File: src/rtl/cordic_pkg.sv
// cordic_pkg: shared constants and state encoding for the CORDIC issuer.
//   CORDIC_ITERS  iterations performed by the core per operation
//   CORDIC_LAT    cycles from bgn to fin in the nominal core
//   DEF_W/DEF_TMO default data width and watchdog limit
//   state_t       one-hot issuer states
package cordic_pkg;
    localparam int CORDIC_ITERS = 16;
    localparam int CORDIC_LAT   = CORDIC_ITERS + 1;
    localparam int DEF_W        = 16;
    localparam int DEF_TMO      = 24;
    typedef enum logic [3:0] {
        S_IDLE  = 4'b0001,
        S_START = 4'b0010,
        S_WAIT  = 4'b0100,
        S_HOLD  = 4'b1000
    } state_t;
endpackage

File: src/rtl/cordic_wdog.sv
// cordic_wdog: saturating watchdog counter for the issuer's WAIT state.
//   clk, rst  clock and asynchronous active-high reset
//   clr       restart the count at zero
//   en        advance the count by one
//   expired   count has reached TMO-1
module cordic_wdog
    import cordic_pkg::*;
#(
    parameter int TMO = DEF_TMO
) (
    input  logic clk,
    input  logic rst,
    input  logic clr,
    input  logic en,
    output logic expired
);
    localparam int CW = $clog2(TMO);

    logic [CW-1:0] cnt_q, cnt_d;

    assign expired = cnt_q == CW'(TMO - 1);

    // Holding at the limit keeps the count from wrapping if en lingers.
    always_comb cnt_d = clr ? '0 : (en && !expired) ? cnt_q + CW'(1) : cnt_q;

    always_ff @(posedge clk or posedge rst)
        if (rst) cnt_q <= '0;
        else     cnt_q <= cnt_d;
endmodule

File: src/rtl/cordic_issuer.sv
// cordic_issuer: initiator of the CORDIC bgn/fin handshake with watchdog.
//   in_vld/in_rdy/in_ang       angle input stream
//   out_vld/out_rdy            result output stream
//   out_cos/out_sin/out_err    captured result, err marks a timeout
//   cd_bgn/cd_ang              start pulse and held angle to the core
//   cd_fin/cd_cos/cd_sin       completion pulse and result from the core
//   busy                       any state other than IDLE
module cordic_issuer
    import cordic_pkg::*;
#(
    parameter int W   = DEF_W,
    parameter int TMO = DEF_TMO
) (
    input  logic         clk,
    input  logic         rst,
    input  logic         in_vld,
    output logic         in_rdy,
    input  logic [W-1:0] in_ang,
    output logic         out_vld,
    input  logic         out_rdy,
    output logic [W-1:0] out_cos,
    output logic [W-1:0] out_sin,
    output logic         out_err,
    output logic         cd_bgn,
    output logic [W-1:0] cd_ang,
    input  logic         cd_fin,
    input  logic [W-1:0] cd_cos,
    input  logic [W-1:0] cd_sin,
    output logic         busy
);
    state_t       state_q, state_d;
    logic [W-1:0] ang_q, ang_d, cos_q, cos_d, sin_q, sin_d;
    logic         err_q, err_d;
    logic         expired;

    cordic_wdog #(.TMO(TMO)) u_wdog (
        .clk    (clk),
        .rst    (rst),
        .clr    (state_q == S_START),
        .en     (state_q == S_WAIT),
        .expired(expired)
    );

    always_comb begin
        state_d = state_q;
        ang_d   = ang_q;
        cos_d   = cos_q;
        sin_d   = sin_q;
        err_d   = err_q;
        in_rdy  = 1'b0;
        case (state_q)
            S_IDLE: begin
                in_rdy = 1'b1;
                if (in_vld) begin
                    ang_d   = in_ang;
                    state_d = S_START;
                end
            end
            S_START: state_d = S_WAIT;
            S_WAIT: begin
                // fin takes priority over a coincident expiry
                if (cd_fin) begin
                    cos_d   = cd_cos;
                    sin_d   = cd_sin;
                    err_d   = 1'b0;
                    state_d = S_HOLD;
                end else if (expired) begin
                    cos_d   = '0;
                    sin_d   = '0;
                    err_d   = 1'b1;
                    state_d = S_HOLD;
                end
            end
            S_HOLD: begin
                // A new angle is taken only while the result drains, so
                // back-to-back issue skips IDLE.
                in_rdy = out_rdy;
                if (out_rdy) begin
                    ang_d   = in_vld ? in_ang : ang_q;
                    state_d = in_vld ? S_START : S_IDLE;
                end
            end
            default: state_d = S_IDLE;
        endcase
    end

    always_ff @(posedge clk or posedge rst)
        if (rst) begin
            state_q <= S_IDLE;
            ang_q   <= '0;
            cos_q   <= '0;
            sin_q   <= '0;
            err_q   <= 1'b0;
        end else begin
            state_q <= state_d;
            ang_q   <= ang_d;
            cos_q   <= cos_d;
            sin_q   <= sin_d;
            err_q   <= err_d;
        end

    assign out_vld = state_q == S_HOLD;
    assign cd_bgn  = state_q == S_START;
    assign busy    = state_q != S_IDLE;
    assign cd_ang  = ang_q;
    assign out_cos = cos_q;
    assign out_sin = sin_q;
    assign out_err = err_q;
endmodule
File: config.mk
export PLATFORM = sky130hd
export DESIGN_NAME = cordic_issuer
export DESIGN_NICKNAME = d
export VERILOG_FILES = /design/src/rtl/cordic_pkg.sv /design/src/rtl/cordic_wdog.sv /design/src/rtl/cordic_issuer.sv
export SDC_FILE = /design/constraint.sdc
export NUM_CORES = 1
export LEC_CHECK = 0
export CORE_AREA = 5 5 82 84
export CTS_BUF_LIST = sky130_fd_sc_hd__clkbuf_8
export CTS_CLUSTER_SIZE = 24
export DETAILED_ROUTE_END_ITERATION = 8
export DIE_AREA = 0 0 87 89
export PLACE_DENSITY = 0.76
export SLEW_MARGIN = 20
export SYNTH_ARGS = -nofsm -noshare
export SYNTH_HDL_FRONTEND = slang
export SYNTH_SLANG_ARGS = --single-unit
File: constraint.sdc
create_clock -name clk -period 2.3 [get_ports clk]
set_input_delay 0.69 -clock clk [delete_from_list [all_inputs] [get_ports clk]]
set_output_delay 0.69 -clock clk [all_outputs]
set_load 0.01 [all_outputs]
==> metrics.txt, run 1 <==
Worst VDD drop=588 uV; crit share post-route=97.1%; compound-cell area share of the yosys netlist=15.0%; initial antenna violation count=0; fin. max-slew vios=0; Hold Slack=490 ps; routability congestion estimate=0.739; NetSw=1.34 mW; DR pass1 iterations=4; ys async rst share=100%; most common cell after layout, fill and taps aside=clkdlybuf4s50_1; GR Overflow Total=0; Setup-failing EPs final=0; pin slew with the least headroom to its limit=417 ps; worst slack at placement=-199 ps; post-route minimum period=2230 ps; CTS tree=yes; hold buffers post-CTS=0; xor and xnor area share after synthesis=0.773%; share of layout cells above drive strength 1=17.7%; EDFF count, synth=0; Root Driver=clkbuf_8; die width=87 um; CTS H-tree depth=3; Reg clk slew, reported paths=60 ps; Switching Share=28.9%; Syn Std Cell Area=2260 sq um; Startpoint Class=primary input; Critical Path AT=1540 ps; row count=28; Yosys Warn Count=0; Die Y=89 um; commonest non-fill, non-tap cells in the layout=clkdlybuf4s50_1, dfrtp_1, a22o_1; Post-Synth Adder-Cell Area=0.552%; first-pass GRT wire length=9.27 mm; die area=7740 sq um; Syn Nets=216; core area=5850 sq um; Internal Dissipation=3.31 mW; max_cap viols=0; Seq pwr share=37.8%; hpwl dp=4.19 mm; post-route ant nets=0; setup ws final=67.7 ps; post-place instance area=3490 sq um; status=finished, final reports clean; clock sink total=58; Hold WC Path Type=flip-flop to flip-flop; syn avg cell area=14.0 sq um; relative slew slack=72.2%; Non-Filler Instances=358; unrepaired setup endpoints after global routing=no; critical path type=primary input to output port; FMAX=448 MHz; final hold violations=0; Placed Cells=344; vias in the first global route=1,912; total CTS buffers=9; Final Routed Wirelength=5.53 mm; Max FO, Critical Path=2; Area growth, synth to finish=62.7%; Pleak=1.65 nW; nets=334; Critical Path RT=1610 ps; Synth Instances=162; leading register cell type out of synthesis=dfrtp_1; P per Cell Area=1260 nW/um^2; post-synthesis sequential area ratio=64.1%; post-synth top area cell=dfrtp_1; top-area cell type share of the netlist area=63.0%; post-synthesis simple-gate area fraction=7.51%; mux contribution to synthesized area=8.40%; final cell area excluding filler cells=3680 sq um; ant diodes=0; largest family of logic cells by synthesized area=compound AO/OA/AOI/OAI gates; port bufs=105; largest net degree at the start of global routing=24; WL/cell=15.4 um; CTS max path bufs=2; IO Pins=106; crit path capture type=output port; GRT Util Overall=15.6%; Netlist cell types=33; clock skew=8.06 ps; flops & latches, synth=58; Via density=4.83; total power=4.66 mW; clock network power share=19.4%; 1st-iter DRT viols=81; Filler cells=491; top cells by area, synth=dfrtp_1, a22o_1, mux2_2; Comb pwr share=42.8%; clock latency on the worst-skew pair=320 ps; DRC errors left=0; Vias=1,728; Initial Utilization=38.7%
==> path summary, 6_finish.rpt <==
| check | endpoint | slack, ps | cells after the start | from |
|---|---|---|---|---|
| setup / recovery | in_rdy | 70 | 4 | out_rdy |
| hold / removal | cd_ang[0] | 490 | 1 | cd_ang[0] |
| setup reg to reg | u_wdog.cnt_q[3] | 600 | 5 | state_q[0] |
| hold reg to reg | cd_ang[0] | 490 | 1 | cd_ang[0] |
| max in group asynchronous | state_q[0] | 1100 | 3 | rst |
| min in group asynchronous | out_cos[3] | 670 | 2 | rst |
==> layout make-up <==
class,count,area (sq um),area share (%)
clock inverters,3,40.0,1.09
inverters,4,15.0,0.407
multi-input cells,88,739,20.1
well taps,75,93.8,2.55
repair buffers,119,1190,32.4
flip-flops and latches,58,1450,39.4
clock buffers,11,151,4.11
==> synthesized netlist by cell type, drive strengths merged (2+ instances only) <==
library cell  count
o21ai             5
clkbuf            3
or3               2
nor4b             3
dfrtp            57
inv               4
nand2b            3
mux2             16
nand2             3
xor2              2
nor2              6
a21oi             4
buf               9
a22o             32
==> power by group through the flow <==
stage               clock [mW]  combinational, mW  sequential, mW
floorplan                    0              0.638            1.95
global placement             0               2.01            1.75
detailed placement           0               2.05            1.76
CTS                      0.939               2.04            1.76
global route             0.979               2.15            1.84
finish                   0.904               1.99            1.76
==> routing by layer <==
metal / GRT usage (%) / vias to the layer above / wire length (um)
met2: 25.2 / 57 / 2740
li1: - / 826 / -
met1: 19.5 / 841 / 2340
met5: 0 / - / 0
met3: 4.42 / 4 / 422
met4: 7.22 / 0 / 25
==> stage by stage <==
step	util [%]	setup TNS, ps
after floorplan	-	0
after global placement	59.6	-189
after detailed placement	59.6	-215
after CTS	62.9	0
after global routing	63.0	0
final	63.0	0
==> cells by family (layout without fill, tap and decap cells) <==
kind of cell / Yosys count / in the layout
buffers and inverters: 16 / 137
adder cells (fa/ha/maj): 1 / 1
XOR/XNOR: 2 / 2
AO/OA/AOI/OAI: 43 / 43
flip-flops: 58 / 58
multiplexers: 17 / 17
AND/OR/NAND/NOR: 25 / 25
==> registers in the layout, indices dropped and copies added (netlist names) <==
signal and flops:
cd_ang 16, out_cos 16, out_err 1, out_sin 16
state_q 4, u_wdog.cnt_q 5
==> timing repair <==
| item | in CTS | in global routing |
|---|---|---|
| resized for setup | 4 | 1 |
| setup endpoints to repair | 3 | 1 |
| setup buffers | 0 | 0 |
| pin swaps | 0 | 0 |
==> critical path, cell delays in order <==
cell and delay, ps:
clkdlybuf4s50_1 490, nand2_1 50, nand2_1 50, dlygate4sd2_1 260
No activity file was read; power rests on OpenSTA's default activity.
==> run 2, diff against run 1 <==
clock period = 2.15 ns   (was 2.3 ns; I/O delays follow)
==> metrics.txt, run 2 (synthesis results as in run 1) <==
status=finished, final reports clean; nets=331 (-0.90%); final hold violations=0 (unchanged); worst slack at placement=-256 ps (-57.1 ps); relative slew slack=80.4% (+8.2 points); die width=87 um (unchanged); Pleak=1.61 nW (-1.9%); Hold WC Path Type=flip-flop to flip-flop; Max FO, Critical Path=3 (+1); core area=5850 sq um (unchanged); Hold Slack=491 ps (+0.364 ps); crit share post-route=95.1%; 1st-iter DRT viols=56 (-31%); Root Driver=clkbuf_8; crit path capture type=output port; fin. max-slew vios=0 (unchanged); ant diodes=0 (unchanged); hpwl dp=3.70 mm (-12%); initial antenna violation count=0 (unchanged); Via density=4.83 (about the same); GR Overflow Total=0 (unchanged); unrepaired setup endpoints after global routing=no; Seq pwr share=39.2% (+1.4 points); row count=28 (unchanged); Reg clk slew, reported paths=60 ps (about the same); Internal Dissipation=3.35 mW (+1.2%); first-pass GRT wire length=8.73 mm (-5.8%); DR pass1 iterations=4 (unchanged); most common cell after layout, fill and taps aside=clkdlybuf4s50_1; Final Routed Wirelength=5.18 mm (-6.3%); Startpoint Class=flip-flop; clock skew=5.14 ps (-2.92 ps); setup ws final=104 ps (+36.7 ps); total CTS buffers=9 (unchanged); Comb pwr share=44.4% (+1.6 points); CTS max path bufs=2 (unchanged); routability congestion estimate=0.704 (-4.7%); clock sink total=58 (unchanged); GRT Util Overall=14.3% (-1.3 points); max_cap viols=0 (unchanged); critical path type=flip-flop to output port; IO Pins=106 (unchanged); NetSw=1.44 mW (+6.8%); Area growth, synth to finish=60.5%; Worst VDD drop=561 uV (-4.6%); largest net degree at the start of global routing=59 (+150%); port bufs=105 (unchanged); commonest non-fill, non-tap cells in the layout=clkdlybuf4s50_1, dfrtp_1, a22o_1; Setup TNS Final=0 ps (unchanged); Initial Utilization=38.7% (unchanged); pin slew with the least headroom to its limit=293 ps (-124 ps); clock latency on the worst-skew pair=310 ps (about the same); Vias=1,720 (-0.46%); Die Y=89 um (unchanged); post-route ant nets=0 (unchanged); WL/cell=14.6 um (-5.7%); Switching Share=30.0% (+1.1 points); hold buffers post-CTS=0 (unchanged); CTS tree=yes; Critical Path RT=1500 ps (-110 ps); vias in the first global route=1,905 (-0.37%); share of layout cells above drive strength 1=17.4% (-0.23 points); Critical Path AT=1400 ps (-140 ps); Setup-failing EPs final=0 (unchanged); P per Cell Area=1320 nW/um^2 (+4.3%); post-route minimum period=2050 ps; CTS H-tree depth=3 (unchanged); FMAX=489 MHz; total power=4.79 mW (+2.8%); DRC errors left=0 (unchanged); clock network power share=16.4% (-3.0 points); die area=7740 sq um (unchanged)
[run 2: changes by cell type in the layout (fill, tap and decap cells not counted), moves of 2 or more]
cell	before	now
inv_1	3	5
dlygate4sd2_1	3	1
buf_4	11	7
clkbuf_8	11	9
clkinv_2	2	4
[run 2: cell type report]
class	instances	area [sq um]
clock buffers	9	124
inverters	4	15.0
well taps	75	93.8
flip-flops and latches	58	1450
fillers	479	2220
multi-input cells	88	748
clock inverters	6	27.5
repair buffers	116	1170
[run 2: stage by stage]
step / utilization, % / cells / area, sq um
finish: 62.1 / 356 / 3630
global route: 62.1 / 356 / 3630
CTS: 62.3 / 356 / 3640
detailed placement: 59.5 / 341 / 3480
global placement: 59.5 / 341 / 3480
floorplan: - / 162 / 2260
[run 2: power groups by stage]
stage / Combinational, mW / Clock (mW) / Sequential, mW
2_1_floorplan: 0.683 / 0 / 2.09
3_3_place_gp: 2.14 / 0 / 1.88
3_5_place_dp: 2.18 / 0 / 1.88
4_1_cts: 2.18 / 0.812 / 1.89
5_1_grt: 2.29 / 0.863 / 1.97
6_report: 2.12 / 0.785 / 1.88
[run 2: routing by layer]
layer	vias to the layer above	track usage, %	part of all wire, %
met2	54	23.8	50
met3	5	4.61	7.8
met4	0	5.81	0.85
met5	-	0	0
li1	821	-	-
met1	840	17.2	41
[run 2: critical path, cell delays in order (launching register included)]
cell and delay (ps):
dfrtp_1 380, nor4b_2 290, buf_4 160, dlygate4sd2_1 260
[run 2: path summary, 6_finish.rpt]
check	start	endpoint	slack [ps]	cells after the start
hold / removal	cd_ang[0]	cd_ang[0]	490	1
hold reg to reg	cd_ang[0]	cd_ang[0]	490	1
setup / recovery	state_q[1]	out_vld	100	3
setup reg to reg	state_q[0]	u_wdog.cnt_q[3]	420	5
min in group asynchronous	rst	cd_ang[8]	700	3
max in group asynchronous	rst	state_q[0]	1170	3
[run 2: what timing repair did]
item                                    in CTS  in global routing
pin swaps                                    1                  1
endpoints found under the setup margin       4                  3
gates resized for setup                      9                  4
buffers inserted                             0                  0
==> run 3, diff against run 2 <==
CORE_AREA = 5 5 72 91   (was 5 5 82 84)
DIE_AREA = 0 0 77 96   (was 0 0 87 89)
PLACE_DENSITY = 0.8   (was 0.76)
RECOVER_POWER = 25   (was not set)
==> metrics.txt, run 3 (synthesis results as in run 1) <==
Die Y=96 um (+7.9%); post-route minimum period=2090 ps (+47.8 ps); Filler cells=460 (-4.0%); nets=333 (+0.60%); Via density=5.00 (+3.4%); final hold violations=0 (unchanged); total CTS buffers=9 (unchanged); Root Driver=clkbuf_8; clock network power share=19.4% (+3.0 points); Area growth, synth to finish=62.3%; clock skew=6.40 ps (+1.26 ps); Hold Startpoint=cd_ang[0]; commonest non-fill, non-tap cells in the layout=clkdlybuf4s50_1, dfrtp_1, a22o_1; post-route ant nets=0 (unchanged); metal2 WL=3.10 mm (+20%); CTS tree=yes; pin slew with the least headroom to its limit=470 ps (+177 ps); WHS Path Cells=1 (unchanged); CP max stage cell=dfrtp_1; Startpoint Class=flip-flop; crit share post-route=97.4% (+2.2 points); share of layout cells above drive strength 1=18.1% (+0.65 points); WHS Endpoint=cd_ang[0]; Initial Utilization=40.3% (+1.6 points); FF-to-FF End=u_wdog.cnt_q[3]; CTS H-tree depth=3 (unchanged); Reg clk slew, reported paths=60 ps (about the same); DRC errors left=0 (unchanged); Largest delay share family, worst path=buffers and inverters; crit path capture type=output port; Switching Share=29.1% (-0.88 points); P per Cell Area=1360 nW/um^2 (+3.1%); initial antenna violation count=0 (unchanged); FF-to-FF Start=state_q[3]; Placed Cells=334 (-2.1%); fin. max-slew vios=0 (unchanged); die area=7390 sq um (-4.5%); IO Pins=106 (unchanged); Critical Path AT=1450 ps (+50 ps); core area=5620 sq um (-3.9%); Hold WC Path Type=flip-flop to flip-flop; first-pass GRT wire length=8.80 mm (+0.87%); Seq pwr share=37.9% (-1.3 points); WL/cell=15.8 um (+8.6%); Final Routed Wirelength=5.50 mm (+6.2%); DR WL met3=347 um (-14%); DR pass1 iterations=4 (unchanged); Worst Path Buf+Inv=2 (unchanged); GR Overflow Total=0 (unchanged); max_cap viols=0 (unchanged); ant diodes=0 (unchanged); CP peak stage delay=410 ps (+30 ps); Worst VDD drop=671 uV (+20%); clock latency on the worst-skew pair=320 ps (about the same); 1st-iter DRT viols=78 (+39%); FMAX=478 MHz (-2.3%); Util after Layout=65.3% (+3.2 points); die width=77 um (-11%); Critical Path RT=1500 ps (about the same); Setup-failing EPs final=0 (unchanged); CTS max path bufs=2 (unchanged); status=finished, final reports clean; port bufs=105 (unchanged); CP cell instances=nor4b_4 -> buf_4 -> dlygate4sd2_1; row count=31 (+11%); Hold Slack=490 ps (-0.466 ps); WL met1=1.95 mm (-9.1%); routability congestion estimate=0.778 (+10%); Pleak=1.63 nW (+0.96%); Max FO, Critical Path=3 (unchanged); R2R depth=5 (unchanged); uppermost routed layer=met4; most common cell after layout, fill and taps aside=clkdlybuf4s50_1; NetSw=1.45 mW (+1.2%); Comb pwr share=42.8% (-1.6 points); flop2flop setup slack=430 ps (about the same); Vias=1,739 (+1.1%); relative slew slack=68.6% (-12 points); clock sink total=58 (unchanged); largest net degree at the start of global routing=35 (-41%); GRT Util Overall=15.3% (+1.0 points); Non-Filler Instances=348 (-2.2%); vias in the first global route=1,880 (-1.3%); hpwl dp=4.12 mm (+12%); Internal Dissipation=3.54 mW (+5.6%); postcts setup bufs=0 (unchanged); critical path type=flip-flop to output port
-- run 3: power groups by stage --
| stage | combinational, mW | clock, mW | sequential, mW |
|---|---|---|---|
| floorplan | 0.683 | 0 | 2.09 |
| global placement | 2.15 | 0 | 1.87 |
| detailed placement | 2.19 | 0 | 1.89 |
| CTS | 2.18 | 0.990 | 1.90 |
| global route | 2.28 | 1.04 | 1.97 |
| finish | 2.14 | 0.967 | 1.89 |
-- run 3: how the worst max path moves through the flow --
stage,to,slack (ps),cells after the start,startpoint
6_report,out_vld,60,3,state_q[1]
5_1_grt,cd_bgn,-5,3,state_q[0]
4_1_cts,in_rdy,5,5,state_q[1]
3_5_place_dp,in_rdy,-250,4,out_rdy
3_3_place_gp,in_rdy,-250,4,out_rdy
2_1_floorplan,cd_ang[0],80,1,rst
-- run 3: area by class of cell --
class | count | area [sq um] | area share, %
inverters | 4 | 15.0 | 0.409
clock buffers | 11 | 151 | 4.12
well taps | 66 | 82.6 | 2.25
flip-flops and latches | 58 | 1450 | 39.6
multi-input cells | 88 | 757 | 20.6
repair buffers | 118 | 1170 | 32.0
clock inverters | 3 | 40.0 | 1.09
-- run 3: timing repair --
action | 4_1_cts | 5_1_grt
setup endpoints to repair | 4 | 2
resized for setup | 9 | 3
hold buffers | 0 | 0
pin swaps | 0 | 1
-- run 3: metrics by stage --
step                      worst slack (ps)  cell area, sq um  setup TNS (ps)  power (mW)
after floorplan                       78.7              2260               0        2.77
after global placement                -249              3490           -1510        4.02
after detailed placement              -248              3490           -1760        4.08
after CTS                             5.34              3700               0        5.07
after global routing                 -5.48              3670           -5.48        5.28
final                                 56.5              3670               0        4.99
-- run 3: worst reg2reg max path: stages (launching register included) --
cell and delay (ps):
dfrtp_2 450, buf_4 170, nor4b_4 290, nand2b_1 230, or3_1 390, a21oi_1 130
-- run 3: per-layer routing --
metal | global-route usage [%] | up-vias
li1 | - | 822
met1 | 16.2 | 850
met2 | 27.3 | 58
met3 | 5.62 | 9
met4 | 6.73 | 0
met5 | 0 | -
